`config.mk`:
```
export PLATFORM = sky130hd
export DESIGN_NAME = id_ex_stage_reg
export DESIGN_NICKNAME = d
export VERILOG_FILES = /design/src/rtl/id_ex_stage_reg.sv
export SDC_FILE = /design/constraint.sdc
export NUM_CORES = 1
export LEC_CHECK = 0
export CAP_MARGIN = 20
export CORE_MARGIN = 2
export CORE_UTILIZATION = 40
export CTS_BUF_LIST = sky130_fd_sc_hd__clkbuf_4
export CTS_CLUSTER_DIAMETER = 50
export CTS_CLUSTER_SIZE = 8
export DETAILED_ROUTE_END_ITERATION = 10
export GPL_TIMING_DRIVEN = 1
export PLACE_DENSITY_LB_ADDON = 0.12
export SYNTH_ARGS = -nofsm -noshare
export SYNTH_HDL_FRONTEND = slang
export SYNTH_SLANG_ARGS = --single-unit
```
`constraint.sdc`:
```
create_clock -name Clk -period 4.87 [get_ports Clk]
set_input_delay 1.461 -clock Clk [delete_from_list [all_inputs] [get_ports Clk]]
set_output_delay 1.461 -clock Clk [all_outputs]
set_load 0.02 [all_outputs]
```
`src/rtl/id_ex_stage_reg.sv`:
```
// ID/EX pipeline register with load-use hazard detection, bubble insertion on
// stall or branch flush, and a saturating stall-cycle counter.
module id_ex_stage_reg #(
    parameter int unsigned DATA_W = 32,
    parameter int unsigned CNT_W  = 16
) (
    input  logic              Clk,
    input  logic              Rst_n,
    input  logic              Flush,
    input  logic [4:0]        ID_Rs,
    input  logic [4:0]        ID_Rt,
    input  logic [4:0]        ID_Rd,
    input  logic [DATA_W-1:0] ID_ReadData1,
    input  logic [DATA_W-1:0] ID_ReadData2,
    input  logic [DATA_W-1:0] ID_SignExt,
    input  logic              ID_RegWrite,
    input  logic              ID_MemToReg,
    input  logic              ID_MemRead,
    input  logic              ID_MemWrite,
    input  logic              ID_ALUSrc,
    input  logic              ID_RegDst,
    input  logic [3:0]        ID_ALUOp,
    output logic [4:0]        EX_Rs,
    output logic [4:0]        EX_Rt,
    output logic [4:0]        EX_Rd,
    output logic [DATA_W-1:0] EX_ReadData1,
    output logic [DATA_W-1:0] EX_ReadData2,
    output logic [DATA_W-1:0] EX_SignExt,
    output logic              EX_RegWrite,
    output logic              EX_MemToReg,
    output logic              EX_MemRead,
    output logic              EX_MemWrite,
    output logic              EX_ALUSrc,
    output logic              EX_RegDst,
    output logic [3:0]        EX_ALUOp,
    output logic              PCWrite,
    output logic              IFIDWrite,
    output logic [CNT_W-1:0]  StallCount
);

    logic hazard;
    logic stall;
    logic bubble;

    // Flush wins over a hazard: the PC must move to the branch target, but the
    // instruction entering EX is still squashed.
    always_comb begin
        hazard    = EX_MemRead && (EX_Rt != 5'd0) &&
                    ((EX_Rt == ID_Rs) || (EX_Rt == ID_Rt));
        stall     = hazard && !Flush;
        bubble    = hazard || Flush;
        PCWrite   = !stall;
        IFIDWrite = !stall;
    end

    // Operand data is loaded even during a bubble; it is don't-care downstream.
    always_ff @(posedge Clk or negedge Rst_n) begin
        if (!Rst_n) begin
            EX_ReadData1 <= '0;
            EX_ReadData2 <= '0;
            EX_SignExt   <= '0;
        end else begin
            EX_ReadData1 <= ID_ReadData1;
            EX_ReadData2 <= ID_ReadData2;
            EX_SignExt   <= ID_SignExt;
        end
    end

    always_ff @(posedge Clk or negedge Rst_n) begin
        if (!Rst_n) begin
            EX_Rs       <= '0;
            EX_Rt       <= '0;
            EX_Rd       <= '0;
            EX_RegWrite <= 1'b0;
            EX_MemToReg <= 1'b0;
            EX_MemRead  <= 1'b0;
            EX_MemWrite <= 1'b0;
            EX_ALUSrc   <= 1'b0;
            EX_RegDst   <= 1'b0;
            EX_ALUOp    <= '0;
        end else if (bubble) begin
            EX_Rs       <= '0;
            EX_Rt       <= '0;
            EX_Rd       <= '0;
            EX_RegWrite <= 1'b0;
            EX_MemToReg <= 1'b0;
            EX_MemRead  <= 1'b0;
            EX_MemWrite <= 1'b0;
            EX_ALUSrc   <= 1'b0;
            EX_RegDst   <= 1'b0;
            EX_ALUOp    <= '0;
        end else begin
            EX_Rs       <= ID_Rs;
            EX_Rt       <= ID_Rt;
            EX_Rd       <= ID_Rd;
            EX_RegWrite <= ID_RegWrite;
            EX_MemToReg <= ID_MemToReg;
            EX_MemRead  <= ID_MemRead;
            EX_MemWrite <= ID_MemWrite;
            EX_ALUSrc   <= ID_ALUSrc;
            EX_RegDst   <= ID_RegDst;
            EX_ALUOp    <= ID_ALUOp;
        end
    end

    always_ff @(posedge Clk or negedge Rst_n) begin
        if (!Rst_n) begin
            StallCount <= '0;
        end else if (stall && (StallCount != '1)) begin
            StallCount <= StallCount + CNT_W'(1);
        end
    end

endmodule

```
# == Word level (Yosys, flattened, before mapping) ==
# Cells that the tools add are included.
# totals
out_inout_bits,139
in_bits,124
register_bits,137
elab_cells,37
# op_classes
mux,10
addsub,1
n_eq_ne,3
n_reduce_logical,9
# ops
operator,n
16-bit by 1-bit adder with 16-bit output (second input constant),1
16-bit != test (second input constant),1
5-bit two-way mux,3
5-bit equality test,2
1-bit two-way mux,6
5-bit nonzero test,1
1-bit logical AND,4
4-bit two-way mux,1
1-bit zero test,2
1-bit logical OR,2

# == Depth between registers and ports, before layout ==
# logic_depth
ltp_word,5
mapped_depth,7
ltp_nobuf,6

# == Least setup slack after synthesis ==
# OpenSTA, ideal clock, no wires.
# synth_timing
kind,input to output
startpoint,in ID_Rt[3]
endpoint,out PCWrite
required_ns,3.409
cell_stages,5
setup_slack_ns,0.835
path_buffers,1
arrival_ns,2.574
path_cell_list,xor2_1 > nor3_2 > a22oi_2 > or3_1 > buf_4
# synth_between
elab_chain_cells,5
# synth_lines
element,line_no,text
start: declaration,11,"input logic [4:0] ID_Rt,"
5-bit equality test,49,((EX_Rt == ID_Rs) || (EX_Rt == ID_Rt));
1-bit logical OR,49,
1-bit logical AND,48,hazard = EX_MemRead && (EX_Rt != 5'd0) &&
1-bit logical AND,50,stall = hazard && !Flush;
1-bit zero test,n/a,
end: declaration,36,"output logic PCWrite,"
# No other way between the ends.

# == Worst setup path after layout ==
# layout_timing
startpoint,in ID_Rt[3]
endpoint,out IFIDWrite
# layout_between
elab_chain_cells,5
# layout_lines
element,line_no,text
5-bit equality test,49,
1-bit logical OR,49,
1-bit logical AND,48,
1-bit logical AND,50,
1-bit zero test,53,IFIDWrite = !stall;
end: declaration,37,"output logic IFIDWrite,"
# No other way between the ends.

==> flow_summary.json <==
{
  "drive_above_1_share_pct": 8.02,
  "synthFlopType": "dfrtp_1",
  "start_util_pct": 41.6,
  "ys_ff_latch": 137,
  "crit_fanout": 2,
  "diodes": 0,
  "post-route-min-period_ns": 4.81,
  "fin_setup_tns_ns": 0,
  "htreeDepth": 4,
  "p_seq_share_pct": 53.1,
  "firstDrtPassIters": 4,
  "grt_max_degree": 81,
  "ys_top_cells_by_area": "dfrtp_1, and2_1, xnor2_1",
  "die-height_um": 105,
  "required_ns": 3.41,
  "clock_latency_ns": 0.51,
  "netSwitchingFraction_pct": 25.8,
  "ys_top_cells_by_count": "dfrtp_1, and2_1, xnor2_1",
  "cts.path.max_buffers": 2,
  "power.switching_mw": 0.591,
  "row_count": 36,
  "cts-root-buf": "clkbuf_4",
  "wl_um": 11600,
  "num_vias": 2888,
  "rr_worst_depth": 5,
  "grt.total_usage_pct": 21.7,
  "critPathMostFrequentCell": "clkdlybuf4s50_1",
  "synth_area_um2": 4110,
  "slowest_delay_ns": 0.55,
  "synth-seq-area-share_pct": 83.5,
  "pwr-share-clk_pct": 31.6,
  "ios": 263,
  "yosysWarnings": 0,
  "synth.most_common_cell": "dfrtp_1",
  "cts_tree": "done",
  "power.density_nw_per_um2": 319,
  "drc": 0,
  "wire_per_inst_um": 17.7,
  "hold_class": "flop to flop",
  "hold_end": "StallCount[6]",
  "r2r_end": "StallCount[1]",
  "post_cts_buffers": 0,
  "clock.fmax_mhz": 208,
  "slew_viol_final": 0,
  "ant_nets": 0,
  "ctsHoldBuffers": 0,
  "start_kind": "input pin",
  "p_comb_share_pct": 15.4,
  "leakage_nw": 3.08,
  "stdcell_count": 657,
  "synth_top_area_cell": "dfrtp_1",
  "final_nets": 636,
  "drt_iter0_markers": 50,
  "rsz0062_at_grt": "no",
  "io_buffers": 262,
  "slowest_stage": "clkdlybuf4s50_1",
  "synth.avg_cell_area_um2": 17.9,
  "synth.top_cell.area_share_pct": 83.5,
  "fin_crit_sh_pct": 98.8,
  "grt_pass1_wl_um": 17300,
  "drv_cap": 0,
  "cts_made_buffers": 17,
  "yosysUniqueCellTypes": 22,
  "crit_chain": "clkdlybuf4s50_1, xor2_1, nor3_2, a22oi_2, or3_1, clkdlybuf4s50_1",
  "vias_per_cell": 4.40,
  "r2r_start": "StallCount[0]",
  "antenna_found_initial": 0,
  "setup_viol": 0,
  "hold_viol": 0,
  "worstSetupEndpointType": "output port",
  "hp-start": "StallCount[6]",
  "worstMarginPinSlew_ns": 0.881,
  "outcome": "finished, final reports clean",
  "worstSetupPathType": "input pin to output port",
  "gp_congestion": 0.809,
  "syn_inst": 230,
  "r2r_slack_ns": 2.35,
  "dieWidth_um": 105,
  "grt_overflow": 0,
  "hpwl_um": 9130,
  "intPower_mw": 1.70,
  "vdd_drop_max_mv": 0.166,
  "dieArea_um2": 11100,
  "synth_edf_count": 0,
  "min_path_cells": 1,
  "area_growth_pct": 74.9,
  "synthArstFlopShare_pct": 100,
  "clock_sinks": 137,
  "cp.arrival_ns": 3.35,
  "placed_cells": 625,
  "synth_nets": 355,
  "skew_ns": 0.0110,
  "clk_pin_slew_worst_paths_ns": 0.11,
  "relSlewSlack_pct": 41.2,
  "fp.coreArea_um2": 9860,
  "fillers": 663,
  "grt_pass1_vias": 3028
}
-- cell type report --
cell class                      instances  area (um^2)  area share (%)
Multi-Input combinational cell         89          649            9.04
Sequential cell                       137         3430            47.7
Timing Repair Buffer                  266         2660            37.0
Clock inverter                         14          148            2.06
Tap cell                              133          166            2.32
Clock buffer                           18          135            1.88
-- state kept, by name (all words and copies together) (netlist names) --
signal and count:
EX_SignExt 32, EX_Rt 5, EX_MemRead 1, EX_MemWrite 1, EX_ReadData2 32, EX_ALUSrc 1
EX_ReadData1 32, EX_RegDst 1, EX_Rd 5, EX_RegWrite 1, EX_MemToReg 1, EX_Rs 5
StallCount 16, EX_ALUOp 4
-- stage by stage --
stage          utilization, %  hold slack, ns  worst slack, ns  total power, mW  area, um^2
5_1_grt                  72.8           0.520          0.00289             2.39        7180
4_1_cts                  72.8           0.505           0.0349             2.32        7180
6_report                 72.8           0.504           0.0597             2.29        7180
3_5_place_dp             69.9           0.487           0.0351             1.60        6900
3_3_place_gp             69.9           0.476           0.0721             1.59        6900
2_1_floorplan               -           0.593            0.835             1.34        4110
-- worst max path at each step --
stage / start / to / slack [ns] / cells past startpoint
after floorplan: ID_Rt[3] / PCWrite / 0.83 / 5
after global placement: ID_Rt[3] / IFIDWrite / 0.07 / 6
after detailed placement: ID_Rt[3] / PCWrite / 0.04 / 6
after CTS: ID_Rt[3] / PCWrite / 0.03 / 6
after global routing: ID_Rt[3] / IFIDWrite / 0.003 / 6
final: ID_Rt[3] / IFIDWrite / 0.06 / 6
-- what timing repair did --
action                                  4_1_cts  5_1_grt
endpoints found under the hold margin         0        0
resized for setup                             0        1
endpoints found under the setup margin        0        2
-- kinds of logic (layout without fill, tap and decap cells) --
family	after synthesis	count (layout)	synth area share (%)
AO/OA/AOI/OAI	3	3	1.19
XOR/XNOR	25	25	5.33
adder cells (fa/ha/maj)	1	1	0.305
buffers and inverters	4	298	0.701
flip-flops	137	137	83.5
multiplexers	1	1	0.274
AND/OR/NAND/NOR	59	59	8.71
-- metal layers --
layer	vias up	share of wire, %	track usage [%]
li1	1308	-	-
met1	1398	33	21.8
met2	161	52	36.8
met3	21	12	12.5
met4	0	2.6	8.86
met5	-	0	0
-- power groups by stage --
stage	logic [mW]	registers, mW	clock network [mW]
2_1_floorplan	0.0263	1.31	0
3_3_place_gp	0.353	1.24	0
3_5_place_dp	0.356	1.24	0
4_1_cts	0.359	1.22	0.744
5_1_grt	0.373	1.22	0.797
6_report	0.353	1.22	0.724
-- critical path: cells and delay by family --
| family | cells | cell delay (ns) |
|---|---|---|
| buf+inv | 2 | 0.98 |
| simple gates | 2 | 0.62 |
| xor+xnor | 1 | 0.16 |
| compound gates | 1 | 0.12 |
-- layout by cell type (no fill, tap or decap), drive strengths merged, types with 2 or more instances in the layout --
master | synthesis | layout
clkinvlp | 0 | 4
nand4 | 7 | 7
dfrtp | 137 | 137
nor2 | 5 | 5
and4 | 2 | 2
and3 | 5 | 5
clkbuf | 2 | 18
xor2 | 11 | 11
and2 | 27 | 27
clkdlybuf4s50 | 0 | 260
clkinv | 0 | 5
buf | 2 | 5
inv | 0 | 3
nor3 | 2 | 2
nand2 | 4 | 4
nand3 | 4 | 4
bufinv | 0 | 2
xnor2 | 14 | 14
No activity file was read; power rests on OpenSTA's default activity.
